`src/rtl/mux_arb_pkg.sv`:
```
`default_nettype none
// ============================================================================
// Module      : mux_arb_pkg
// Description : Shared types and helpers for the round-robin mux arbiter.
// Revision    : 1.0 - initial release
// ============================================================================
package mux_arb_pkg;

    // Arbiter sequencing state: free to pick, or locked to one burst owner.
    typedef enum logic {
        ARB_IDLE   = 1'b0,
        ARB_LOCKED = 1'b1
    } arb_state_e;

    // Modulo-n increment; n is the requester count.
    function automatic int unsigned next_idx(input int unsigned idx, input int unsigned n);
        return (idx + 1 >= n) ? 0 : idx + 1;
    endfunction

endpackage : mux_arb_pkg
`default_nettype wire

```
`src/rtl/rr_pick.sv`:
```
`default_nettype none
// ============================================================================
// Module      : rr_pick
// Description : Combinational rotate-priority finder. Returns the first set
//               request bit searching ptr_i, ptr_i+1, ... modulo N.
// Revision    : 1.0 - initial release
// ============================================================================
module rr_pick #(
    parameter int SELECT_WIDTH = 5
) (
    input  logic [(2**SELECT_WIDTH)-1:0] req_i,
    input  logic [SELECT_WIDTH-1:0]      ptr_i,
    output logic                         found_o,
    output logic [SELECT_WIDTH-1:0]      idx_o
);
    localparam int N = 2**SELECT_WIDTH;

    // Walk the request vector starting at the pointer; index arithmetic wraps
    // naturally because N is a power of two.
    always_comb begin
        found_o = 1'b0;
        idx_o   = ptr_i;
        for (int k = 0; k < N; k++) begin
            if (!found_o && req_i[ptr_i + SELECT_WIDTH'(k)]) begin
                found_o = 1'b1;
                idx_o   = ptr_i + SELECT_WIDTH'(k);
            end
        end
    end

endmodule : rr_pick
`default_nettype wire

```
`src/rtl/word_mux.sv`:
```
`default_nettype none
// ============================================================================
// Module      : word_mux
// Description : 2**SELECT_WIDTH-input word multiplexer, one W-bit word per
//               input, selected by sel_i.
// Revision    : 1.0 - initial release
// ============================================================================
module word_mux #(
    parameter int SELECT_WIDTH = 5,
    parameter int DATA_WIDTH   = 5
) (
    input  logic [(2**DATA_WIDTH)-1:0] data_i [(2**SELECT_WIDTH)-1:0],
    input  logic [SELECT_WIDTH-1:0]    sel_i,
    output logic [(2**DATA_WIDTH)-1:0] data_o
);
    // Pure selection; no registering here.
    assign data_o = data_i[sel_i];

endmodule : word_mux
`default_nettype wire

```
`src/rtl/mux_rr_arbiter.sv`:
```
`default_nettype none
// ============================================================================
// Module      : mux_rr_arbiter
// Description : Round-robin burst arbiter in front of the word mux, with a
//               one-deep registered valid/ready output stage.
// Revision    : 1.0 - initial release
// ============================================================================
module mux_rr_arbiter
    import mux_arb_pkg::*;
#(
    parameter int SELECT_WIDTH = 5,
    parameter int DATA_WIDTH   = 5
) (
    input  logic                         clk_i,
    input  logic                         rst_i,
    input  logic [(2**SELECT_WIDTH)-1:0] req_valid_i,
    input  logic [(2**SELECT_WIDTH)-1:0] req_last_i,
    input  logic [(2**DATA_WIDTH)-1:0]   req_data_i [(2**SELECT_WIDTH)-1:0],
    output logic [(2**SELECT_WIDTH)-1:0] req_ready_o,
    output logic                         out_valid_o,
    input  logic                         out_ready_i,
    output logic [(2**DATA_WIDTH)-1:0]   out_data_o,
    output logic [SELECT_WIDTH-1:0]      out_src_o,
    output logic                         out_last_o,
    output logic                         busy_o
);
    localparam int unsigned N = 2**SELECT_WIDTH;
    localparam int          W = 2**DATA_WIDTH;

    arb_state_e                r_state_q,    w_state_d;
    logic [SELECT_WIDTH-1:0]   r_ptr_q,      w_ptr_d;
    logic [SELECT_WIDTH-1:0]   r_lock_idx_q, w_lock_idx_d;
    logic                      r_out_valid_q;
    logic [W-1:0]              r_out_data_q;
    logic [SELECT_WIDTH-1:0]   r_out_src_q;
    logic                      r_out_last_q;

    logic                      w_pick_found;
    logic [SELECT_WIDTH-1:0]   w_pick_idx;
    logic [SELECT_WIDTH-1:0]   w_grant_idx;
    logic                      w_can_accept;
    logic                      w_grant_en;
    logic                      w_xfer;
    logic                      w_xfer_last;
    logic [W-1:0]              w_mux_data;

    rr_pick #(
        .SELECT_WIDTH (SELECT_WIDTH)
    ) u_pick (
        .req_i   (req_valid_i),
        .ptr_i   (r_ptr_q),
        .found_o (w_pick_found),
        .idx_o   (w_pick_idx)
    );

    word_mux #(
        .SELECT_WIDTH (SELECT_WIDTH),
        .DATA_WIDTH   (DATA_WIDTH)
    ) u_mux (
        .data_i (req_data_i),
        .sel_i  (w_grant_idx),
        .data_o (w_mux_data)
    );

    // The output register can take a beat if empty or draining this cycle.
    assign w_can_accept = !r_out_valid_q || out_ready_i;
    assign w_grant_idx  = (r_state_q == ARB_LOCKED) ? r_lock_idx_q : w_pick_idx;
    // Reset gating keeps ready low for every cycle rst_i is high.
    assign w_grant_en   = !rst_i && w_can_accept &&
                          ((r_state_q == ARB_LOCKED) || w_pick_found);
    assign w_xfer       = w_grant_en && req_valid_i[w_grant_idx];
    assign w_xfer_last  = req_last_i[w_grant_idx];

    // One-hot ready toward the granted requester only.
    always_comb begin
        req_ready_o = '0;
        if (w_grant_en) begin
            req_ready_o[w_grant_idx] = 1'b1;
        end
    end

    // Burst sequencing: a non-last beat locks the grant, a last beat
    // releases it and advances the pointer past the served requester.
    always_comb begin
        w_state_d    = r_state_q;
        w_ptr_d      = r_ptr_q;
        w_lock_idx_d = r_lock_idx_q;
        if (w_xfer) begin
            if (w_xfer_last) begin
                w_state_d = ARB_IDLE;
                w_ptr_d   = SELECT_WIDTH'(next_idx(32'(w_grant_idx), N));
            end else begin
                w_state_d    = ARB_LOCKED;
                w_lock_idx_d = w_grant_idx;
            end
        end
    end

    // State and output stage registers; a refill wins over a drain.
    always_ff @(posedge clk_i) begin
        if (rst_i) begin
            r_state_q     <= ARB_IDLE;
            r_ptr_q       <= '0;
            r_lock_idx_q  <= '0;
            r_out_valid_q <= 1'b0;
            r_out_data_q  <= '0;
            r_out_src_q   <= '0;
            r_out_last_q  <= 1'b0;
        end else begin
            r_state_q    <= w_state_d;
            r_ptr_q      <= w_ptr_d;
            r_lock_idx_q <= w_lock_idx_d;
            if (w_xfer) begin
                r_out_valid_q <= 1'b1;
                r_out_data_q  <= w_mux_data;
                r_out_src_q   <= w_grant_idx;
                r_out_last_q  <= w_xfer_last;
            end else if (out_ready_i && r_out_valid_q) begin
                r_out_valid_q <= 1'b0;
            end
        end
    end

    assign out_valid_o = r_out_valid_q;
    assign out_data_o  = r_out_data_q;
    assign out_src_o   = r_out_src_q;
    assign out_last_o  = r_out_last_q;
    assign busy_o      = (r_state_q == ARB_LOCKED);

endmodule : mux_rr_arbiter
`default_nettype wire

```
`config.mk`:
```
export PLATFORM = sky130hd
export DESIGN_NAME = mux_rr_arbiter
export DESIGN_NICKNAME = d
export VERILOG_FILES = /design/src/rtl/mux_arb_pkg.sv /design/src/rtl/rr_pick.sv /design/src/rtl/word_mux.sv /design/src/rtl/mux_rr_arbiter.sv
export SDC_FILE = /design/constraint.sdc
export NUM_CORES = 1
export LEC_CHECK = 0
export CAP_MARGIN = 20
export CORE_AREA = 2 2 454 456
export DETAILED_ROUTE_END_ITERATION = 10
export DIE_AREA = 0 0 456 458
export PLACE_DENSITY = 0.3
export REMOVE_ABC_BUFFERS = 1
export SYNTH_ARGS = -nofsm -noshare
export SYNTH_HDL_FRONTEND = slang
export SYNTH_SLANG_ARGS = --single-unit
export TNS_END_PERCENT = 20
```
`constraint.sdc`:
```
create_clock -name clk_i -period 21 [get_ports clk_i]
set_input_delay 6.3 -clock clk_i [delete_from_list [all_inputs] [get_ports clk_i]]
set_output_delay 6.3 -clock clk_i [all_outputs]
set_load 0.05 [all_outputs]
```
==> run_results.csv <==
group,metric,value,unit
routing,drc,0,
power_and_ir_drop,swShare,67.9,%
final_layout,final_layout_size_suffix_gt1_share,9.63,%
timing,report.final.slew_viol_count,0,
timing,skew,0.0257,ns
cts,post-cts-setup-buffers,0,
power_and_ir_drop,vdd_drop_max,0.176,mV
floorplanning,die-area,0.209,sq mm
final_layout,register_area,0.00101,sq mm
worst_hold_path,holdCritPathClass,"register to register",
routing,ant_nets,0,
floorplanning,start_util,9.78,%
power_and_ir_drop,pwr-share-seq,2.2,%
synthesis,synth.area.top_cells,"nand2_1 16%, mux2i_1 14%, mux4_2 11%, nand3_1 5.6%, dfxtp_1 5.0%",
floorplanning,io_pins,1163,
power_and_ir_drop,power_density,191,mW/mm^2
synthesis,synth.top_cell.area_share,16.1,%
cts,htree_levels,2,
final_layout,multiInputGateArea,0.0177,sq mm
cts,clock-root-buffer,"clkbuf_16",
synthesis,synth_edf_count,0,
power_and_ir_drop,p_sw,4.55,mW
final_layout,num-fill-cells,23300,
timing,slew_headroom,23.8,%
worst_setup_path,worst-path-stages,16,
timing,timing_worst_slew_pin_value,1.11,ns
final_layout,final_cell_area,0.0350,sq mm
placed_design,dp_hpwl,175,mm
global_route,grt_max_degree,136,
worst_setup_path,cp.buffers_inverters,2,
routing,vias,28700,
worst_setup_path,path_cells,"clkdlybuf4s50_1 > mux2_1 > mux4_2 > mux2i_1 > mux2i_2 > nand2b_1 > nor4_1 > o21ai_0 > o22ai_1 > o21ai_0 > a211oi_2 > nor2_4 > nor2_1 > nand2_2 > nor2_1 > clkdlybuf4s50_1",
synthesis,syn_area,0.0199,sq mm
placed_design,place_congestion,0.926,
worst_setup_path,crit_fanout,11,
global_route,grt_pass1_wl,275,mm
worst_setup_path,cp_slowest_stage_delay,0.84,ns
worst_setup_path,critPathKind,"input pin to primary output",
worst_setup_path,regToRegStartpoint,"r_ptr_q[0]",
timing,rsz0062_at_grt,"false",
worst_setup_path,cp-start-kind,"input pin",
worst_setup_path,worstSetupStartpoint,"req_valid_i[1]",
power_and_ir_drop,p_leak,12.5,nW
final_layout,syn2layout_area_growth,75.8,%
routing,dr.pass1.iters,6,
final_layout,fin_nets,5102,
worst_setup_path,cp_top_family,"simple AND/OR/NAND/NOR gates",
power_and_ir_drop,total_power,6.70,mW
routing,wl,211,mm
timing,max_freq,51.0,MHz
floorplanning,core-area,0.204,sq mm
global_route,overflow,0,
timing,fin_crit,19.62,ns
synthesis,yosysWarnings,0,
worst_setup_path,ff2ff_path_depth,24,
worst_hold_path,min_from,"out_src_o[3]",
routing,viasPerCell,4.28,
worst_setup_path,cpMaxStageDelayCell,"clkdlybuf4s50_1",
synthesis,synth.distinct_cells,102,
cts,worst_setup_hold_path_clk_slew,0.08,ns
power_and_ir_drop,p_comb_share,95.9,%
synthesis,synthCells,2993,
synthesis,synth-seq-cells,50,
power_and_ir_drop,intPower,2.15,mW
routing,drt_iter0_drc,2331,
cts,cts_resized,0,
floorplanning,rows,166,
synthesis,syn_area_per_cell,6.66,sq um
floorplanning,die_h,458,microns
timing,finalCritPeriodShare,93.4,%
synthesis,async_reset_ff_share,0,%
synthesis,yosys.area.top_type,"nand2_1",
synthesis,ys_seq_area_share,5.02,%
worst_hold_path,min_delay_path_depth,2,
cts,hold_buffers,0,
outcome,status,"completed",
worst_setup_path,arrival,13.32,ns
floorplanning,die_w,456,microns
cts,cts_tree,"done",
cts,numCtsBuffers,5,
timing,setup_viol,0,
worst_setup_path,crit_required,14.70,ns
global_route,grt_pass1_vias,28400,
cts,clock_path_buffers,2,
power_and_ir_drop,clockPowerShare,1.9,%
global_route,grt_usage,19.3,%
worst_setup_path,crit_path_end_kind,"primary output",
synthesis,synth_ff_type,"dfxtp_1",
cts,clock_latency,0.36,ns
placed_design,dpl-instance-area,0.0348,sq mm
timing,hold_viol,0,
placed_design,port_buffers,1162,
timing,setup_tns,0,ns
cts,clkSinkCount,50,
global_route,antenna_found_initial,59,
routing,wl_per_cell,31.5,microns
job,maxCapViolCount,0,
## synthesized netlist by cell type (12+ instances only)
cell and n:
and3_1 42, and2_1 19, mux2i_1 282, a31oi_1 59
xnor2_1 24, nor3_1 53, o211ai_1 77, ha_1 16
nor4_1 21, inv_1 17, o22ai_1 37, mux4_2 97
nor2_1 156, nand4_1 28, dfxtp_1 50, nand3_1 223
or4_1 13, buf_4 36, o21ai_1 14, a211oi_1 21
a21oi_1 157, o32ai_1 12, or3_1 13, o31ai_1 14
nand2_1 857, buf_1 29, mux2_2 63, clkbuf_1 94
o221ai_1 15, mux2_1 19, buf_2 101, o21ai_0 92
## metrics by stage
step	worst slack, ns	util (%)	cells	hold WS, ns
2_1_floorplan	-2.69	-	2726	0.448
3_3_place_gp	1.51	17.1	6674	0.445
3_5_place_dp	1.41	17.1	6676	0.451
4_1_cts	1.42	17.2	6684	0.463
5_1_grt	1.07	17.2	6691	0.491
6_report	1.38	17.2	6704	0.463
## worst register-to-register path: cells and delay by family, from the launching register on
kind	cells	cell delay (ns)
fa+ha+maj	1	0.52
compound gates	3	0.63
buf+inv	6	2.69
simple gates	10	4.52
mux	4	1.94
flops	1	0.32
## path summary, 6_finish.rpt
| kind | slack (ns) | endpoint |
|---|---|---|
| max | 1.38 | req_ready_o[21] |
| max reg2reg | 10.28 | r_lock_idx_q[4] |
| min | 0.46 | out_src_o[3] |
| min reg2reg | 0.46 | out_src_o[3] |
## power by group through the flow
stage | Sequential, mW | Clock (mW) | Combinational [mW]
after CTS | 0.145 | 0.140 | 6.54
after detailed placement | 0.147 | 0 | 6.52
after global placement | 0.147 | 0 | 6.57
after global routing | 0.148 | 0.138 | 6.88
final | 0.145 | 0.128 | 6.43
after floorplan | 0.235 | 0 | 3.74
## cell families after synthesis
family                   synth area share (%)
AO/OA/AOI/OAI                            21.8
XOR/XNOR                                 1.48
adder cells (fa/ha/maj)                  1.00
buffers and inverters                    7.06
flip-flops                               5.02
multiplexers                             30.4
AND/OR/NAND/NOR                          33.3
## layout by cell type (no fill, tap or decap), types with 11 or more instances in the layout
cell type and n:
nor2_1 152, dfxtp_1 46, nor3_1 51, nor4_1 21, and2_1 18, o21ai_0 89
mux2_1 19, mux2i_1 281, nand3_1 221, nand4_1 28, o22ai_1 37, xnor2_1 22
a31oi_1 59, clkdlybuf4s50_1 1140, a32oi_1 11, mux4_2 97, ha_1 15, inv_1 16
buf_4 102, diode_2 20, and4_1 11, and3_1 42, or4_1 12, o211ai_1 77
mux2_2 63, nand2_1 853, o221ai_1 15, buf_12 20, or3_1 12, a21oi_1 157
o31ai_1 14, a211oi_1 21, o21ai_1 15
## layout make-up
cell class / count / share of cell area (%)
multi-input combinational: 2652 / 50.6
timing repair buffer: 1262 / 35.9
tap: 2688 / 9.60
sequential: 50 / 2.88
clock buffer: 5 / 0.357
inverter: 24 / 0.300
clock inverter: 3 / 0.196
antenna: 20 / 0.143
## layer usage
layer  GRT usage, %  up-vias  share of wire [%]
met2           37.9     1054                 55
met1           21.9    14400                 38
met3           2.62      159                4.6
met4           3.58       18                2.0
li1               -    13100                  -
met5              0        -              0.055
## flip-flops by register name (all words and copies together) (netlist names)
register and cells:
out_data_o 32, out_src_o 5, r_lock_idx_q 5, r_ptr_q 5
busy_o 1, out_last_o 1, out_valid_o 1
Power figures use the tool's default switching activity.
==> patch (same flow settings) <==
`SELECT_WIDTH` is set to 5 in 3 places; all go to 4.
--- a/src/rtl/rr_pick.sv
+++ b/src/rtl/rr_pick.sv
@@ -8,3 +8,3 @@
 module rr_pick #(
-    parameter int SELECT_WIDTH = 5
+    parameter int SELECT_WIDTH = 4
 ) (
--- a/src/rtl/word_mux.sv
+++ b/src/rtl/word_mux.sv
@@ -8,3 +8,3 @@
 module word_mux #(
-    parameter int SELECT_WIDTH = 5,
+    parameter int SELECT_WIDTH = 4,
     parameter int DATA_WIDTH   = 5
--- a/src/rtl/mux_rr_arbiter.sv
+++ b/src/rtl/mux_rr_arbiter.sv
@@ -10,3 +10,3 @@
 #(
-    parameter int SELECT_WIDTH = 5,
+    parameter int SELECT_WIDTH = 4,
     parameter int DATA_WIDTH   = 5
Ports: changed (5 resized); port bits go from 1163 to 602. The function was not compared with the original's and may differ.
==> patch against the original RTL <==
Total power shrank 73%. Area after synthesis shrank 52%. Final area shrank 47%. Setup slack gained 970 ps. Wire length shrank 60%. Core utilization shrank 8.0 points. Global-route usage shrank 12 points. Sequential cell count shrank 3. Largest power group unchanged.
==> patch: results (changes against the original RTL) <==
stage	metric	value	unit	change
final_layout	final-layout fill cell count	23868		+2.4%
global_routing	initial antenna violation count	17		-71%
die	row cnt	166		unchanged
global_routing	first-pass GRT wire length	115	mm	-58%
placed_design	hpwl dp	67.0	mm	-62%
route	Vias	13515		-53%
final_layout	non-clock buffer count	634		-50%
sta	headroom to the max-slew limit	38.6	%	+15 points
setup_path	CP max FO	50		+39
pwr	clock group share of total power	6.7	%	+4.8 points
final_layout	CLK BUF	5		unchanged
synth	Async S/R FF share, synth	0	%	unchanged
setup_path	WP data arrival	12350	ps	-970 ps
global_routing	GR Util All Layers	7.76	%	-12 points
sta	Worst Skew	19.6	ps	-6.02 ps
placed_design	dpl ws	2370	ps	+956 ps
clock_tree	CTS H-tree lvls	2		unchanged
pwr	Switching Share	64.1	%	-3.8 points
min_path	min-delay src	out_data_o[6]		
pwr	P_leak	5.84	nW	-53%
final_layout	Seq cells	47		-6.0%
setup_path	worst-case reg-to-reg path depth	20		-17%
synth	Post-Synthesis Cells	1586		-47%
clock_tree	Clock Pin Slew Worst Setup and Hold Paths	80	ps	about the same
final_layout	sequential share of cell area	5.04	%	+2.2 points
synth	post-synthesis sequential area ratio	9.92	%	+4.9 points
placed_design	IO Port Bufs	601		-48%
final_layout	Layout non-clock buf frac	33.5	%	-2.5 points
final_layout	multi-input combinational gate total	1382		-48%
global_routing	largest net degree at the start of global routing	80		-41%
setup_path	Max stage delay cell, worst path	clkdlybuf4s50_1		
setup_path	reg2reg end	out_data_o[14]		
final_layout	fin area	18700	sq um	-47%
final_layout	multi-input logic area	7860	sq um	-56%
synth	Area contributors post-synth	nand2_1, a21oi_1, dfxtp_1		
sta	Hold Slack	472	ps	+8.95 ps
synth	Synth Flop Type	dfxtp_1		
synth	distinct cell type count after synthesis	83		-19%
final_layout	Final #Nets	2648		-48%
min_path	Hold Crit Class	reg2reg		
clock_tree	clk buf depth	2		unchanged
setup_path	Top delay family on crit path	buffers and inverters		
run_status	status	finished, final reports clean		
min_path	Hold Path Stages	2		unchanged
route	via/cell ratio	2.83		-34%
final_layout	Clock buf/inv share	0.916	%	+0.36 points
final_layout	# diodes	4		-80%
pwr	Comb pwr share	86.5	%	-9.4 points
min_path	Min-Delay Endpoint	out_data_o[6]		
synth	synth cell count leaders	nand2_1, a21oi_1, o21ai_0		
route	Routed WL	84.7	mm	-60%
setup_path	RR Startpoint	r_ptr_q[1]		
final_layout	number of non-clock inverters in the layout	20		-17%
pwr	comb pwr	1.55	mW	-76%
placed_design	GPL Wtd Cong	0.795		-14%
placed_design	DP Cell Count	4771		-29%
setup_path	FF-to-FF setup slack	12310	ps	+2030 ps
final_layout	fraction of layout cells with a size suffix above 1	7.13	%	-2.5 points
route	Iter 0 DRT Violations	895		-62%
pwr	Worst IR Drop VDD	0.0708	mV	-60%
-- patch: layer usage --
layer  global-route usage [%]  part of all wire, %  vias up
met2                     14.8                   55      345
met3                    0.903                  3.2       44
met1                     9.37                   41     6541
met5                        0                0.039        -
li1                         -                    -     6581
met4                     1.04                 0.85        4
-- patch: how the worst max path moves through the flow --
stage	depth (start not counted)	to	slack, ps
6_report	14	req_ready_o[3]	2350
5_1_grt	14	req_ready_o[3]	2000
4_1_cts	14	req_ready_o[3]	2340
3_5_place_dp	14	req_ready_o[3]	2370
3_3_place_gp	14	req_ready_o[3]	2340
2_1_floorplan	12	req_ready_o[3]	-6510
-- patch: cell families after synthesis --
family          after synthesis  synth area share [%]
simple gates                692                  29.5
compound gates              576                  36.9
buf+inv                     157                  7.58
mux                          90                  13.2
flops                        47                  9.92
xor+xnor                     13                  1.44
fa+ha+maj                    11                  1.45
-- patch: worst min-delay path, stage by stage (launching register included) --
cell and delay [ps]:
dfxtp_1 310, nand2_1 70, a21oi_2 50
